## config.mk

```make
export PLATFORM = sky130hd
export DESIGN_NAME = reserved_gate_controller_flat
export DESIGN_NICKNAME = d
export VERILOG_FILES = /design/src/rtl/reserved_gate_controller_if.sv /design/src/rtl/reserved_gate_controller.sv /design/src/flat_wrapper.sv
export SDC_FILE = /design/constraint.sdc
export NUM_CORES = 1
export LEC_CHECK = 0
export BUFFER_PORTS_ARGS = -buffer_cell sky130_fd_sc_hd__buf_2
export CORE_AREA = 10 10 86 88
export CTS_CLUSTER_DIAMETER = 30
export DETAILED_ROUTE_END_ITERATION = 16
export DIE_AREA = 0 0 96 98
export SETUP_SLACK_MARGIN = 0.4
export SLEW_MARGIN = 20
export SYNTH_ARGS = -nofsm -noshare
export SYNTH_HDL_FRONTEND = slang
export SYNTH_SLANG_ARGS = --single-unit
```

## constraint.sdc

```tcl
create_clock -name clk -period 11.05 [get_ports clk]
set_input_delay 1.105 -clock clk [delete_from_list [all_inputs] [get_ports clk]]
set_output_delay 1.105 -clock clk [all_outputs]
set_load 0.05 [all_outputs]
```

## src/rtl/reserved_gate_controller_if.sv

```systemverilog
// Request/response and gate-sensor bundle for the reserved-parking gate controller.
// slave = controller side, master = requester/environment side.
interface reserved_gate_controller_if #(
  parameter int N = 8
);
  localparam int W = $clog2(N) + 1;

  logic         req_valid;
  logic         req_ready;
  logic [W-1:0] req_flat;
  logic         req_pwd_ok;
  logic         req_exit;
  logic         car_passed;
  logic         gate_open;
  logic         resp_valid;
  logic [2:0]   resp_code;
  logic [N:0]   occupied;
  logic [W:0]   free_count;

  modport slave (
    input  req_valid, req_flat, req_pwd_ok, req_exit, car_passed,
    output req_ready, gate_open, resp_valid, resp_code, occupied, free_count
  );

  modport master (
    output req_valid, req_flat, req_pwd_ok, req_exit, car_passed,
    input  req_ready, gate_open, resp_valid, resp_code, occupied, free_count
  );
endinterface

```

## src/rtl/reserved_gate_controller.sv

```systemverilog
// Reserved-slot gate controller: validates entry/exit requests per flat, opens the
// gate, tracks slot occupancy and reports one response per request.
//
// state | meaning
// IDLE  | ready for a request
// CHECK | one cycle evaluating the captured request
// OPEN  | gate open, waiting for car_passed or timeout
// CLOSE | one cycle with gate closed before returning to IDLE
module reserved_gate_controller #(
  parameter int N           = 8,
  parameter int OPEN_CYCLES = 16
) (
  input  logic                      clk,
  input  logic                      rst_n,
  reserved_gate_controller_if.slave bus
);
  localparam int W = $clog2(N) + 1;
  localparam int S = N + 1;
  localparam logic [7:0] CNT_LAST = 8'(OPEN_CYCLES - 1);

  localparam logic [2:0] RC_ENTRY   = 3'd0;
  localparam logic [2:0] RC_EXIT    = 3'd1;
  localparam logic [2:0] RC_BADFLAT = 3'd2;
  localparam logic [2:0] RC_BADPWD  = 3'd3;
  localparam logic [2:0] RC_ALREADY = 3'd4;
  localparam logic [2:0] RC_NOTIN   = 3'd5;
  localparam logic [2:0] RC_TIMEOUT = 3'd6;

  typedef enum logic [1:0] {IDLE, CHECK, OPEN, CLOSE} state_t;

  state_t       state_q, state_d;
  logic [W-1:0] flat_q, flat_d;
  logic         pwd_q, pwd_d;
  logic         exit_q, exit_d;
  logic [7:0]   cnt_q, cnt_d;
  logic         gate_q, gate_d;
  logic         resp_valid_q, resp_valid_d;
  logic [2:0]   resp_code_q, resp_code_d;
  logic [S-1:0] occ_q, occ_d;
  logic [W:0]   free_q, free_d;

  logic         ready;
  logic         accept;
  logic [S-1:0] slot_sel;
  logic         slot_set;
  logic         bad_flat;
  logic [W:0]   ones;

  assign ready  = (state_q == IDLE) && rst_n;
  assign accept = bus.req_valid && ready;

  always_comb begin
    slot_sel = '0;
    for (int k = 0; k < S; k++) begin
      if (flat_q == W'(k + 1)) slot_sel[k] = 1'b1;
    end
  end

  assign bad_flat = (flat_q == '0) || (flat_q > W'(S));
  assign slot_set = |(occ_q & slot_sel);

  always_comb begin
    state_d      = state_q;
    flat_d       = flat_q;
    pwd_d        = pwd_q;
    exit_d       = exit_q;
    cnt_d        = cnt_q;
    gate_d       = gate_q;
    resp_valid_d = 1'b0;
    resp_code_d  = resp_code_q;
    occ_d        = occ_q;
    unique case (state_q)
      IDLE: begin
        if (accept) begin
          flat_d  = bus.req_flat;
          pwd_d   = bus.req_pwd_ok;
          exit_d  = bus.req_exit;
          state_d = CHECK;
        end
      end
      CHECK: begin
        state_d      = IDLE;
        resp_valid_d = 1'b1;
        if (bad_flat)                 resp_code_d = RC_BADFLAT;
        else if (!exit_q && !pwd_q)   resp_code_d = RC_BADPWD;
        else if (!exit_q && slot_set) resp_code_d = RC_ALREADY;
        else if (exit_q && !slot_set) resp_code_d = RC_NOTIN;
        else begin
          state_d      = OPEN;
          resp_valid_d = 1'b0;
          gate_d       = 1'b1;
          cnt_d        = '0;
        end
      end
      OPEN: begin
        // a car clearing the gate on the last open cycle wins over the timeout
        if (bus.car_passed) begin
          occ_d        = exit_q ? (occ_q & ~slot_sel) : (occ_q | slot_sel);
          gate_d       = 1'b0;
          state_d      = CLOSE;
          resp_valid_d = 1'b1;
          resp_code_d  = exit_q ? RC_EXIT : RC_ENTRY;
        end else if (cnt_q == CNT_LAST) begin
          gate_d       = 1'b0;
          state_d      = CLOSE;
          resp_valid_d = 1'b1;
          resp_code_d  = RC_TIMEOUT;
        end else begin
          cnt_d = cnt_q + 8'd1;
        end
      end
      CLOSE: state_d = IDLE;
      default: state_d = IDLE;
    endcase
  end

  always_comb begin
    ones = '0;
    for (int k = 0; k < S; k++) ones = ones + (W+1)'(occ_d[k]);
    free_d = (W+1)'(S) - ones;
  end

  always_ff @(posedge clk or negedge rst_n) begin
    if (!rst_n) begin
      state_q      <= IDLE;
      flat_q       <= '0;
      pwd_q        <= 1'b0;
      exit_q       <= 1'b0;
      cnt_q        <= '0;
      gate_q       <= 1'b0;
      resp_valid_q <= 1'b0;
      resp_code_q  <= '0;
      occ_q        <= '0;
      free_q       <= (W+1)'(S);
    end else begin
      state_q      <= state_d;
      flat_q       <= flat_d;
      pwd_q        <= pwd_d;
      exit_q       <= exit_d;
      cnt_q        <= cnt_d;
      gate_q       <= gate_d;
      resp_valid_q <= resp_valid_d;
      resp_code_q  <= resp_code_d;
      occ_q        <= occ_d;
      free_q       <= free_d;
    end
  end

  assign bus.req_ready  = ready;
  assign bus.gate_open  = gate_q;
  assign bus.resp_valid = resp_valid_q;
  assign bus.resp_code  = resp_code_q;
  assign bus.occupied   = occ_q;
  assign bus.free_count = free_q;
endmodule
```

## src/flat_wrapper.sv

```systemverilog
// flat-port wrapper written by rule: the top's interface ports become plain ports
module reserved_gate_controller_flat 
#(
  parameter int N           = 8,
  parameter int OPEN_CYCLES = 16
)
  (clk, rst_n, bus_req_valid, bus_req_flat, bus_req_pwd_ok, bus_req_exit, bus_car_passed, bus_req_ready, bus_gate_open, bus_resp_valid, bus_resp_code, bus_occupied, bus_free_count);
  reserved_gate_controller_if #(.N(N)) bus_i ();
  input  logic clk;
  input  logic rst_n;
  input wire logic [$bits(bus_i.req_valid)-1:0] bus_req_valid;
  input wire logic [$bits(bus_i.req_flat)-1:0] bus_req_flat;
  input wire logic [$bits(bus_i.req_pwd_ok)-1:0] bus_req_pwd_ok;
  input wire logic [$bits(bus_i.req_exit)-1:0] bus_req_exit;
  input wire logic [$bits(bus_i.car_passed)-1:0] bus_car_passed;
  output wire logic [$bits(bus_i.req_ready)-1:0] bus_req_ready;
  output wire logic [$bits(bus_i.gate_open)-1:0] bus_gate_open;
  output wire logic [$bits(bus_i.resp_valid)-1:0] bus_resp_valid;
  output wire logic [$bits(bus_i.resp_code)-1:0] bus_resp_code;
  output wire logic [$bits(bus_i.occupied)-1:0] bus_occupied;
  output wire logic [$bits(bus_i.free_count)-1:0] bus_free_count;
  assign bus_i.req_valid = bus_req_valid;
  assign bus_i.req_flat = bus_req_flat;
  assign bus_i.req_pwd_ok = bus_req_pwd_ok;
  assign bus_i.req_exit = bus_req_exit;
  assign bus_i.car_passed = bus_car_passed;
  assign bus_req_ready = bus_i.req_ready;
  assign bus_gate_open = bus_i.gate_open;
  assign bus_resp_valid = bus_i.resp_valid;
  assign bus_resp_code = bus_i.resp_code;
  assign bus_occupied = bus_i.occupied;
  assign bus_free_count = bus_i.free_count;
  reserved_gate_controller #(.N(N), .OPEN_CYCLES(OPEN_CYCLES)) u_core (.clk(clk), .rst_n(rst_n), .bus(bus_i));
endmodule
```

==> metrics <==
status=finished clean; share of cells above drive strength 1=24.7%; TritonCTS clock tree=done; Synth Flop Type=dfrtp_1; Placement Setup Slack=5.92 ns; final worst slack=5.95 ns; DR DRC count=0; core area=5750 um2; net switching fraction of the power=48.9%; crit path max fanout=22; vias in the first global route=1,674; CP dominant cell by count=fa_1; Pleak=1.20 nW; Routed WL per cell=14.7 um; GRT met3 Usage=3.29%; Filler Cell Count=566; clock slew seen by the registers of the worst setup and hold paths=0.08 ns; Fin Setup TNS=0 ns; TritonCTS Buffers=5; multi-input gate area in the final layout=1220 um2; CTS Buffer Depth=2; die area=9410 um2; Max Cap Violations=0; Die W=96 um; total gr overflow=0; global-route total usage across every layer=10.6%; Flop pwr share=30.9%; Synth Register Bits=35; antenna fix cells=0; measured slew at the worst slew-check pin=0.712 ns; 1st-iter DRT viols=40; Avg Cell Area, Syn=10.6 um2; Starting Density=38.6%; met2 usage in global routing=15.7%; M1 GR Usage=14.1%; CTS Hold Bufs=0; slew margin rel.=52.6%; Placement Rows=28; Post-Synthesis Cells=210; # port buffers=29; RSZ-0062 raised after global routing=no; worst-skew pair later-pin latency=0.29 ns; asr flop ratio synth=100%; final hold vios=0; clock network power share=15.9%; top cells by area, synth=dfrtp_1 37%, ha_1 7.3%, fa_1 5.4%, mux2_2 5.1%, inv_1 3.4%; post-cts sizing count=0; H-tree depth=2; internal power=0.384 mW; CP arrival=5.29 ns; slowest library cell on the worst path=ha_1; initial antenna violation count=0; Reg area=878 um2; Final Core Density=44.2%; nets=267; drt pass-1 iters=4; Final Skew=0.0131 ns; Cell variety after synth=55; Power Dens Cells=296 nW/um2; Yosys top cell by area=dfrtp_1; sw power=0.367 mW; Worst path max stage delay=0.63 ns; global route hottest layer=met2; WL final=4610 um; post-synth top area share=37.2%; largest net degree at the start of global routing=38; Final min period=5.10 ns; Worst setup EP type=register; Pins Over Slew Limit=0; number of synthesized flops with an enable pin=0; clock sinks=35; CP startpoint kind=register; Synth Warn #=0; fin crit share=46.2%; combinational power share=53.2%; Avg Vias per Cell=5.30; post-CTS setup repair buffer count=0; post-route antenna net violation count=0; Crit Path Category=reg2reg; Mapped Area=2220 um2; num ports=30; Detailed Place HPWL=3520 um; first-pass GRT wire length=8110 um; Area Growth Syn to Fin=14.5%; Fmax=0.196 GHz; Die Y=98 um; CTS root buffer=clkbuf_8; register area share after synthesis=39.6%; Peak VDD IR=0.000186 V; Hold Crit Class=reg2reg; Critical Path RT=11.23 ns; Post-Syn Nets=239; total number of vias=1,663; gpl congestion=0.753; # setup viols final=0; cells along the critical path=inv_1 > ha_1 > nand2_1 > nor3_1 > nand2_1 > mux2_2 > ha_1 > inv_1 > fa_1 > inv_1 > fa_1 > fa_1 > fa_1 > inv_1 > ha_1 > fa_1 > xor2_1
[Yosys cell counts, types with 3 or more instances]
| master | n |
|---|---|
| nand2b_1 | 5 |
| fa_1 | 6 |
| o311ai_1 | 4 |
| o31a_1 | 3 |
| mux2i_1 | 4 |
| a31oi_1 | 3 |
| mux2_2 | 10 |
| nor2_1 | 8 |
| dfrtp_1 | 33 |
| nand2_1 | 8 |
| nand4b_1 | 5 |
| a21oi_1 | 6 |
| nand3_1 | 11 |
| o21ai_0 | 11 |
| nand3b_1 | 3 |
| clkbuf_1 | 8 |
| inv_1 | 20 |
| ha_1 | 13 |
[worst paths after layout]
path | startpoint | end | slack [ns] | cells past startpoint
setup / recovery | u_core.state_q[0] | u_core.bus.free_count[4] | 5.95 | 17
hold / removal | u_core.bus.gate_open | u_core.bus.gate_open | 0.50 | 1
setup reg to reg | u_core.state_q[0] | u_core.bus.free_count[4] | 5.95 | 17
hold reg to reg | u_core.bus.gate_open | u_core.bus.gate_open | 0.50 | 1
max in group asynchronous | rst_n | u_core.bus.resp_valid | 9.86 | 2
min in group asynchronous | rst_n | u_core.bus.occupied[5] | 0.83 | 2
[cell usage in the layout, fill, tap and decap left out, types with 6 or more instances in the layout]
| cell | instances |
|---|---|
| a21oi_1 | 6 |
| buf_2 | 29 |
| dfrtp_1 | 33 |
| fa_1 | 6 |
| ha_1 | 13 |
| inv_1 | 20 |
| mux2_2 | 10 |
| nand2_1 | 8 |
| nand3_1 | 11 |
| nor2_1 | 8 |
| o21ai_0 | 11 |
[area by class of cell]
cell class | count | share of cell area [%]
multi-input cells | 146 | 48.2
flip-flops and latches | 35 | 34.6
repair buffers | 30 | 6.01
well taps | 75 | 3.70
inverters | 20 | 2.96
clock buffers | 5 | 2.71
clock inverters | 3 | 1.87
[registers in the layout, summed over array words and instances (netlist names), named ones only]
name                   cells
u_core.bus.free_count      5
u_core.bus.gate_open       1
u_core.bus.occupied        9
u_core.bus.resp_code       3
u_core.bus.resp_valid      1
u_core.cnt_q               8
u_core.exit_q              1
u_core.flat_q              4
u_core.pwd_q               1
u_core.state_q             1
[worst max-delay path, delay by kind of cell (launching register included)]
family	cells	cell delay (ns)
simple gates	3	0.70
flops	1	0.41
fa+ha+maj	8	3.15
mux	1	0.30
buf+inv	4	0.27
xor+xnor	1	0.15
[logic make-up (layout without fill, tap and decap cells)]
| group | count (synthesis) | after routing | share of synthesized area, % |
|---|---|---|---|
| adders and majority gates | 19 | 19 | 12.8 |
| xor gates and xnor gates | 1 | 1 | 0.395 |
| buffers and inverters | 29 | 58 | 5.25 |
| muxes | 16 | 16 | 7.90 |
| and+or+nand+nor | 64 | 64 | 17.9 |
| DFF | 35 | 35 | 39.6 |
| AOI/OAI and AO/OA | 46 | 46 | 16.1 |
[power groups by stage]
stage,Combinational [mW],Clock (mW),Sequential [mW]
floorplan,0.252,0,0.295
global placement,0.404,0,0.236
detailed placement,0.406,0,0.235
CTS,0.409,0.122,0.233
global route,0.452,0.128,0.243
finish,0.399,0.119,0.232
[through the flow]
stage | std cells | power [mW] | hold slack [ns] | area [um2]
2_1_floorplan | 210 | 0.547 | 0.495 | 2220
3_3_place_gp | 306 | 0.640 | 0.489 | 2420
3_5_place_dp | 306 | 0.642 | 0.483 | 2420
4_1_cts | 314 | 0.763 | 0.501 | 2540
5_1_grt | 314 | 0.823 | 0.513 | 2540
6_report | 314 | 0.751 | 0.495 | 2540
[per-layer routing]
| metal | vias to the layer above | part of all wire, % | routed length, um |
|---|---|---|---|
| li1 | 826 | - | - |
| met1 | 805 | 48 | 2190 |
| met2 | 24 | 46 | 2140 |
| met3 | 8 | 4.7 | 218 |
| met4 | 0 | 1.4 | 65 |
| met5 | - | 0 | 0 |
No activity file was read; power rests on OpenSTA's default activity.
